## config.mk

```make
export PLATFORM = sky130hd
export DESIGN_NAME = prog_loader
export DESIGN_NICKNAME = d
export VERILOG_FILES = /design/src/rtl/prog_loader.sv
export SDC_FILE = /design/constraint.sdc
export NUM_CORES = 1
export LEC_CHECK = 0
export ABC_AREA = 1
export CORE_MARGIN = 10
export CORE_UTILIZATION = 53
export CTS_CLUSTER_DIAMETER = 200
export DETAILED_ROUTE_END_ITERATION = 7
export HOLD_SLACK_MARGIN = 0.02
export PLACE_DENSITY = 0.76
export SKIP_LAST_GASP = 1
export SLEW_MARGIN = 20
export SYNTH_ARGS = -nofsm -noshare
export SYNTH_HDL_FRONTEND = slang
export SYNTH_SLANG_ARGS = --single-unit
```

## constraint.sdc

```tcl
create_clock -name clk -period 2.95 [get_ports clk]
set_input_delay 0.4425 -clock clk [delete_from_list [all_inputs] [get_ports clk]]
set_output_delay 0.4425 -clock clk [all_outputs]
set_load 0.01 [all_outputs]
```

## src/rtl/prog_loader.sv

```systemverilog
// prog_loader: boot-time program loader for the instruction memory.
//
// Listens to the uart_rx byte stream. A SYNC_BYTE opens a session, the next
// four bytes give the word count N (little-endian), and each following group
// of four bytes is one big-endian instruction. Instructions are written to
// consecutive addresses from 0. After the N-th word the loader parks in DONE
// and raises load_done until reset.
//
// Ports
//   clk        system clock (posedge)
//   rst        asynchronous active-high reset
//   rdata      received byte, valid with rx_ready
//   rx_ready   single-cycle strobe for rdata
//   ferr       framing error flag, sampled with rx_ready
//   imem_we    one-cycle instruction-memory write strobe
//   imem_addr  instruction-memory write address
//   imem_din   instruction word to write
//   load_done  load finished (held until reset)
//   err        sticky: framing error or word count beyond memory depth
//   checksum   XOR of every byte accepted as instruction data
module prog_loader #(
  parameter int          INST_SIZE = 10,
  parameter logic [7:0]  SYNC_BYTE = 8'hAA
) (
  input  logic                 clk,
  input  logic                 rst,
  input  logic [7:0]           rdata,
  input  logic                 rx_ready,
  input  logic                 ferr,
  output logic                 imem_we,
  output logic [INST_SIZE-1:0] imem_addr,
  output logic [31:0]          imem_din,
  output logic                 load_done,
  output logic                 err,
  output logic [7:0]           checksum
);

  typedef enum logic [1:0] {
    S_IDLE,
    S_LEN,
    S_DATA,
    S_DONE
  } state_t;

  state_t      state;
  logic [1:0]  byte_cnt;
  logic [31:0] word_idx;
  logic        inc_p0;     // address advance is due one cycle after a word

  // Byte assembly registers carry no control meaning and need no reset:
  // a fresh session always refills them before they are used.
  logic [23:0] len_sr;
  logic [23:0] data_sr;
  logic [31:0] word_cnt;

  logic [31:0] len_word;
  logic [31:0] data_word;
  logic        word_fits;
  logic        last_word;

  assign len_word  = {rdata, len_sr};   // first length byte lands in bits 7:0
  assign data_word = {data_sr, rdata};  // first data byte lands in bits 31:24
  // Indices at or beyond the memory depth are consumed but never written.
  assign word_fits = (word_idx >> INST_SIZE) == 32'd0;
  assign last_word = (word_idx == word_cnt - 32'd1);

  always_ff @(posedge clk) begin
    if (rx_ready) begin
      if (state == S_LEN) begin
        len_sr <= {rdata, len_sr[23:8]};
        if (byte_cnt == 2'd3)
          word_cnt <= len_word;
      end
      if (state == S_DATA)
        data_sr <= {data_sr[15:0], rdata};
    end
  end

  always_ff @(posedge clk or posedge rst) begin
    if (rst) begin
      state     <= S_IDLE;
      byte_cnt  <= 2'd0;
      word_idx  <= 32'd0;
      inc_p0    <= 1'b0;
      imem_we   <= 1'b0;
      imem_addr <= '0;
      imem_din  <= 32'd0;
      load_done <= 1'b0;
      err       <= 1'b0;
      checksum  <= 8'd0;
    end else begin
      imem_we <= 1'b0;
      inc_p0  <= 1'b0;

      // Address moves on only after the write cycle, so addr/din stay
      // aligned with the write strobe.
      if (inc_p0)
        imem_addr <= imem_addr + INST_SIZE'(1);

      // DONE is entered on the terminating byte's edge; load_done follows
      // one cycle later.
      if (state == S_DONE)
        load_done <= 1'b1;

      if (rx_ready && state != S_DONE) begin
        if (ferr)
          err <= 1'b1;

        case (state)
          S_IDLE: begin
            if (rdata == SYNC_BYTE) begin
              state    <= S_LEN;
              byte_cnt <= 2'd0;
            end
          end

          S_LEN: begin
            byte_cnt <= byte_cnt + 2'd1;
            if (byte_cnt == 2'd3) begin
              if (len_word == 32'd0) begin
                state <= S_DONE;
              end else begin
                state     <= S_DATA;
                imem_addr <= '0;
                word_idx  <= 32'd0;
              end
            end
          end

          S_DATA: begin
            checksum <= checksum ^ rdata;
            byte_cnt <= byte_cnt + 2'd1;
            if (byte_cnt == 2'd3) begin
              inc_p0   <= 1'b1;
              word_idx <= word_idx + 32'd1;
              if (word_fits) begin
                imem_we  <= 1'b1;
                imem_din <= data_word;
              end else begin
                err <= 1'b1;
              end
              if (last_word)
                state <= S_DONE;
            end
          end

          default: state <= state;
        endcase
      end
    end
  end

endmodule

```

==> tab_implementation.tex <==
\begin{tabular}{lr}
\hline
Metric & Value \\
\hline
\multicolumn{2}{l}{\textbf{STA}} \\
Final count of pins violating max slew & 0 \\
Count of endpoints failing setup in the final report & 0 \\
Rel. slew slack & 0.327 \\
Worst Max-Slew Pin Slew & 1000 ps \\
Final setup margin & 541 ps \\
Unrepaired setup endpoints after global routing & no \\
Clock skew after layout & 14.8 ps \\
Tmin final & 2410 ps \\
Final hold violations & 0 \\
Accumulated negative setup slack & 0 ps \\
Max frequency & 415 MHz \\
Final Cycle Share & 0.817 \\
\multicolumn{2}{l}{\textbf{Final layout}} \\
Count of fill cells added during filler insertion & 1355 \\
Layout area overhead & 17.5\% \\
Finished Cell Area & 0.00995 sq mm \\
Count of inserted antenna diode cells & 0 \\
Fin nets & 1036 \\
Fraction of final layout cells with drive strength greater than 1 & 0.0777 \\
\multicolumn{2}{l}{\textbf{Detailed routing}} \\
DR vias/cell & 5.13 \\
Wire length per cell after detailed routing & 15.7 um \\
Detailed router's first-iteration violation count & 497 \\
Number of detailed-route iterations in the first pass & 5 \\
Antenna Nets Post-Route & 0 \\
Detailed-route DRC error count & 0 \\
Sum of routed wire length over all layers & 19.6 mm \\
Via count & 6392 \\
\multicolumn{2}{l}{\textbf{Critical path}} \\
Cell at the slowest stage of the critical path & sky130\_fd\_sc\_hd\_\_clkdlybuf4s50\_1 \\
Worst-path cell chain & clkdlybuf4s50\_1 -> inv\_1 -> nand4\_1 -> nor2\_1 -> nand4\_1 -> nor2\_2 -> nand2\_1 -> nand2\_1 -> inv\_2 -> nand3\_1 -> a21oi\_1 -> o21a\_1 \\
Arrival time at the worst endpoint & 2720 ps \\
Total buffers and inverters traversed by the critical path & 3 \\
Critical path's largest stage delay & 520 ps \\
Maximum net fanout on the critical path & 14 \\
Kind of start point of the critical path & input pin \\
Cell family with the largest share of critical-path delay & simple AND/OR/NAND/NOR gates \\
Nature of the critical path endpoint & register \\
Data required time at the worst endpoint & 3270 ps \\
WS Path Type & input pin to register \\
\multicolumn{2}{l}{\textbf{CTS}} \\
Clock-pin transition on the worst setup and hold timing paths & 70 ps \\
TritonCTS sink count & 170 \\
CTS H-Tree Depth & 4 \\
Number of buffers inserted for hold repair after clock tree synthesis & 0 \\
TritonCTS clock tree & built \\
Number of resized instances in the post-cts repair step & 0 \\
\# Post-CTS Setup Buffers & 0 \\
TritonCTS buffer count & 17 \\
Number of buffers on the longest clock path & 2 \\
Worst skew pair latency & 430 ps \\
CTS Root Buffer Type & sky130\_fd\_sc\_hd\_\_clkbuf\_16 \\
\multicolumn{2}{l}{\textbf{Worst hold path}} \\
Hold Crit Class & input pin to async pin \\
\multicolumn{2}{l}{\textbf{Logic synthesis}} \\
Library cell occupying the most area in the post-synthesis netlist & sky130\_fd\_sc\_hd\_\_edfxtp\_1 \\
Leading cell types by total area after synthesis & sky130\_fd\_sc\_hd\_\_edfxtp\_1 28\%, sky130\_fd\_sc\_hd\_\_dfrtp\_1 27\%, sky130\_fd\_sc\_hd\_\_nand2\_1 12\%, sky130\_fd\_sc\_hd\_\_nor2\_1 5.0\%, sky130\_fd\_sc\_hd\_\_xor2\_1 4.4\% \\
Most used flip-flop cell after synthesis & sky130\_fd\_sc\_hd\_\_dfrtp\_1 \\
Leading cell type by number of instances after synthesis & sky130\_fd\_sc\_hd\_\_nand2\_1 \\
Number of instances in the synthesized netlist & 944 \\
Number of warnings reported in the yosys synthesis log & 0 \\
Async S/R FF share, synth & 0.529 \\
List of most frequent post-synthesis cells & 269 x sky130\_fd\_sc\_hd\_\_nand2\_1, 113 x sky130\_fd\_sc\_hd\_\_nor2\_1, 90 x sky130\_fd\_sc\_hd\_\_dfrtp\_1, 90 x sky130\_fd\_sc\_hd\_\_inv\_1, 80 x sky130\_fd\_sc\_hd\_\_edfxtp\_1 \\
Flip-flop and latch count after synthesis & 170 \\
Unique masters post-synth & 40 \\
Summed instance area of the synthesized netlist & 0.00847 sq mm \\
Number of synthesized flops with an enable pin & 80 \\
Sequential share of the synthesized area & 0.550 \\
Post-Synthesis Net Count & 964 \\
Mapped Avg Cell Area & 8.97 sq um \\
Top cell type's share of synthesized area & 0.284 \\
\multicolumn{2}{l}{\textbf{Die}} \\
Die width & 146 um \\
IO Pins & 65 \\
Floorplan die height & 146 um \\
Area of the core & 0.0158 sq mm \\
Starting density of the core & 0.537 \\
Overall die area & 0.0214 sq mm \\
Placement Rows & 46 \\
\multicolumn{2}{l}{\textbf{Global route}} \\
Remaining global-route overflow & 0 \\
Pin count of the biggest net entering global routing & 47 \\
Vias in the first global route & 6286 \\
Global routing usage summed across all routing layers & 0.187 \\
Wire length of the first global-routing pass & 32.3 mm \\
Initial antenna violation count & 0 \\
\multicolumn{2}{l}{\textbf{Pwr}} \\
Leakage component of the power & 4.26 nW \\
Ratio of total power to cell area & 698 mW/mm\^{}2 \\
Worst VDD drop & 0.476 mV \\
\multicolumn{2}{l}{\textbf{Place}} \\
HPWL Detailed & 14.7 mm \\
Area of placed instances & 0.00938 sq mm \\
Routability congestion estimate from global placement & 0.920 \\
Pre-CTS setup slack & 153 ps \\
Input/output buffers & 64 \\
\multicolumn{2}{l}{\textbf{Outcome}} \\
Result of the run & completed \\
\multicolumn{2}{l}{\textbf{Run}} \\
Maximum Capacitance Violations & 0 \\
\hline
\end{tabular}
## layout by cell type (no fill, tap or decap), drive strengths merged
master | netlist | routed
a211oi | 1 | 1
a21oi | 16 | 16
a221o | 1 | 1
and2 | 1 | 1
and3 | 2 | 2
buf | 18 | 15
clkbuf | 8 | 18
clkdlybuf4s50 | 0 | 64
clkinv | 1 | 6
clkinvlp | 0 | 1
dfrtp | 90 | 90
edfxtp | 80 | 80
ha | 8 | 8
inv | 97 | 105
mux2i | 1 | 1
nand2 | 277 | 277
nand3 | 37 | 37
nand3b | 4 | 4
nand4 | 19 | 19
nor2 | 124 | 124
nor3 | 19 | 19
nor3b | 2 | 2
nor4 | 14 | 14
o21a | 5 | 5
o21ai | 28 | 28
o21bai | 4 | 4
o31ai | 16 | 16
or2 | 3 | 3
xnor2 | 25 | 25
xor2 | 43 | 43
## per-stage QoR
stage	util	instances	power, mW	hold slack (ps)
final	0.631	1245	6.95	413
after global routing	0.631	1245	7.32	458
after CTS	0.631	1245	6.99	428
after detailed placement	0.594	1213	4.84	431
after global placement	0.594	1213	4.80	424
after floorplan	-	944	4.18	418
## metal layers
| metal | share of wire | track usage | vias up |
|---|---|---|---|
| met2 | 0.48 | 0.312 | 163 |
| met4 | 0.017 | 0.0636 | 0 |
| met5 | 0 | 0 | - |
| met1 | 0.45 | 0.237 | 2995 |
| met3 | 0.051 | 0.0380 | 27 |
| li1 | - | - | 3207 |
## layout make-up
type	count	area, sq um	share of cell area
Timing Repair Buffer	79	766	0.0770
Clock inverter	14	145	0.0146
Tap cell	216	270	0.0272
Inverter	98	369	0.0371
Sequential cell	170	4650	0.468
Multi-Input combinational cell	650	3320	0.333
Clock buffer	18	429	0.0431
## worst paths after layout
kind | cells past startpoint | slack [ps] | to | from
max | 12 | 540 | word_idx[22] | rdata[6]
min | 2 | 410 | imem_addr[6] | rst
max reg2reg | 9 | 550 | word_idx[7] | state[0]
min reg2reg | 2 | 450 | imem_din[31] | data_sr[23]
max in group asynchronous | 3 | 1870 | checksum[5] | rst
min in group clk | 2 | 450 | imem_din[31] | data_sr[23]
## sequential cells by signal, summed over array words and instances (netlist names)
| signal | count |
|---|---|
| byte_cnt | 2 |
| checksum | 8 |
| imem_din | 32 |
| state | 2 |
| word_idx | 32 |
| data_sr | 24 |
| err | 1 |
| word_cnt | 32 |
| inc_p0 | 1 |
| imem_addr | 10 |
| imem_we | 1 |
| load_done | 1 |
| len_sr | 24 |
## where the power goes
part,total (mW),internal [mW],switching [mW]
clock network,2.15,1.13,1.02
registers,3.22,2.89,0.335
logic,1.58,0.641,0.935
total,6.95,4.66,2.29
## kinds of logic after synthesis
family | after synthesis | share of synthesized area
buf+inv | 124 | 0.0590
compound gates | 71 | 0.0502
mux | 1 | 0.00118
xor+xnor | 68 | 0.0703
fa+ha+maj | 8 | 0.0118
flops | 170 | 0.550
simple gates | 502 | 0.258
Note: power is estimated with default switching activity, not from simulation.
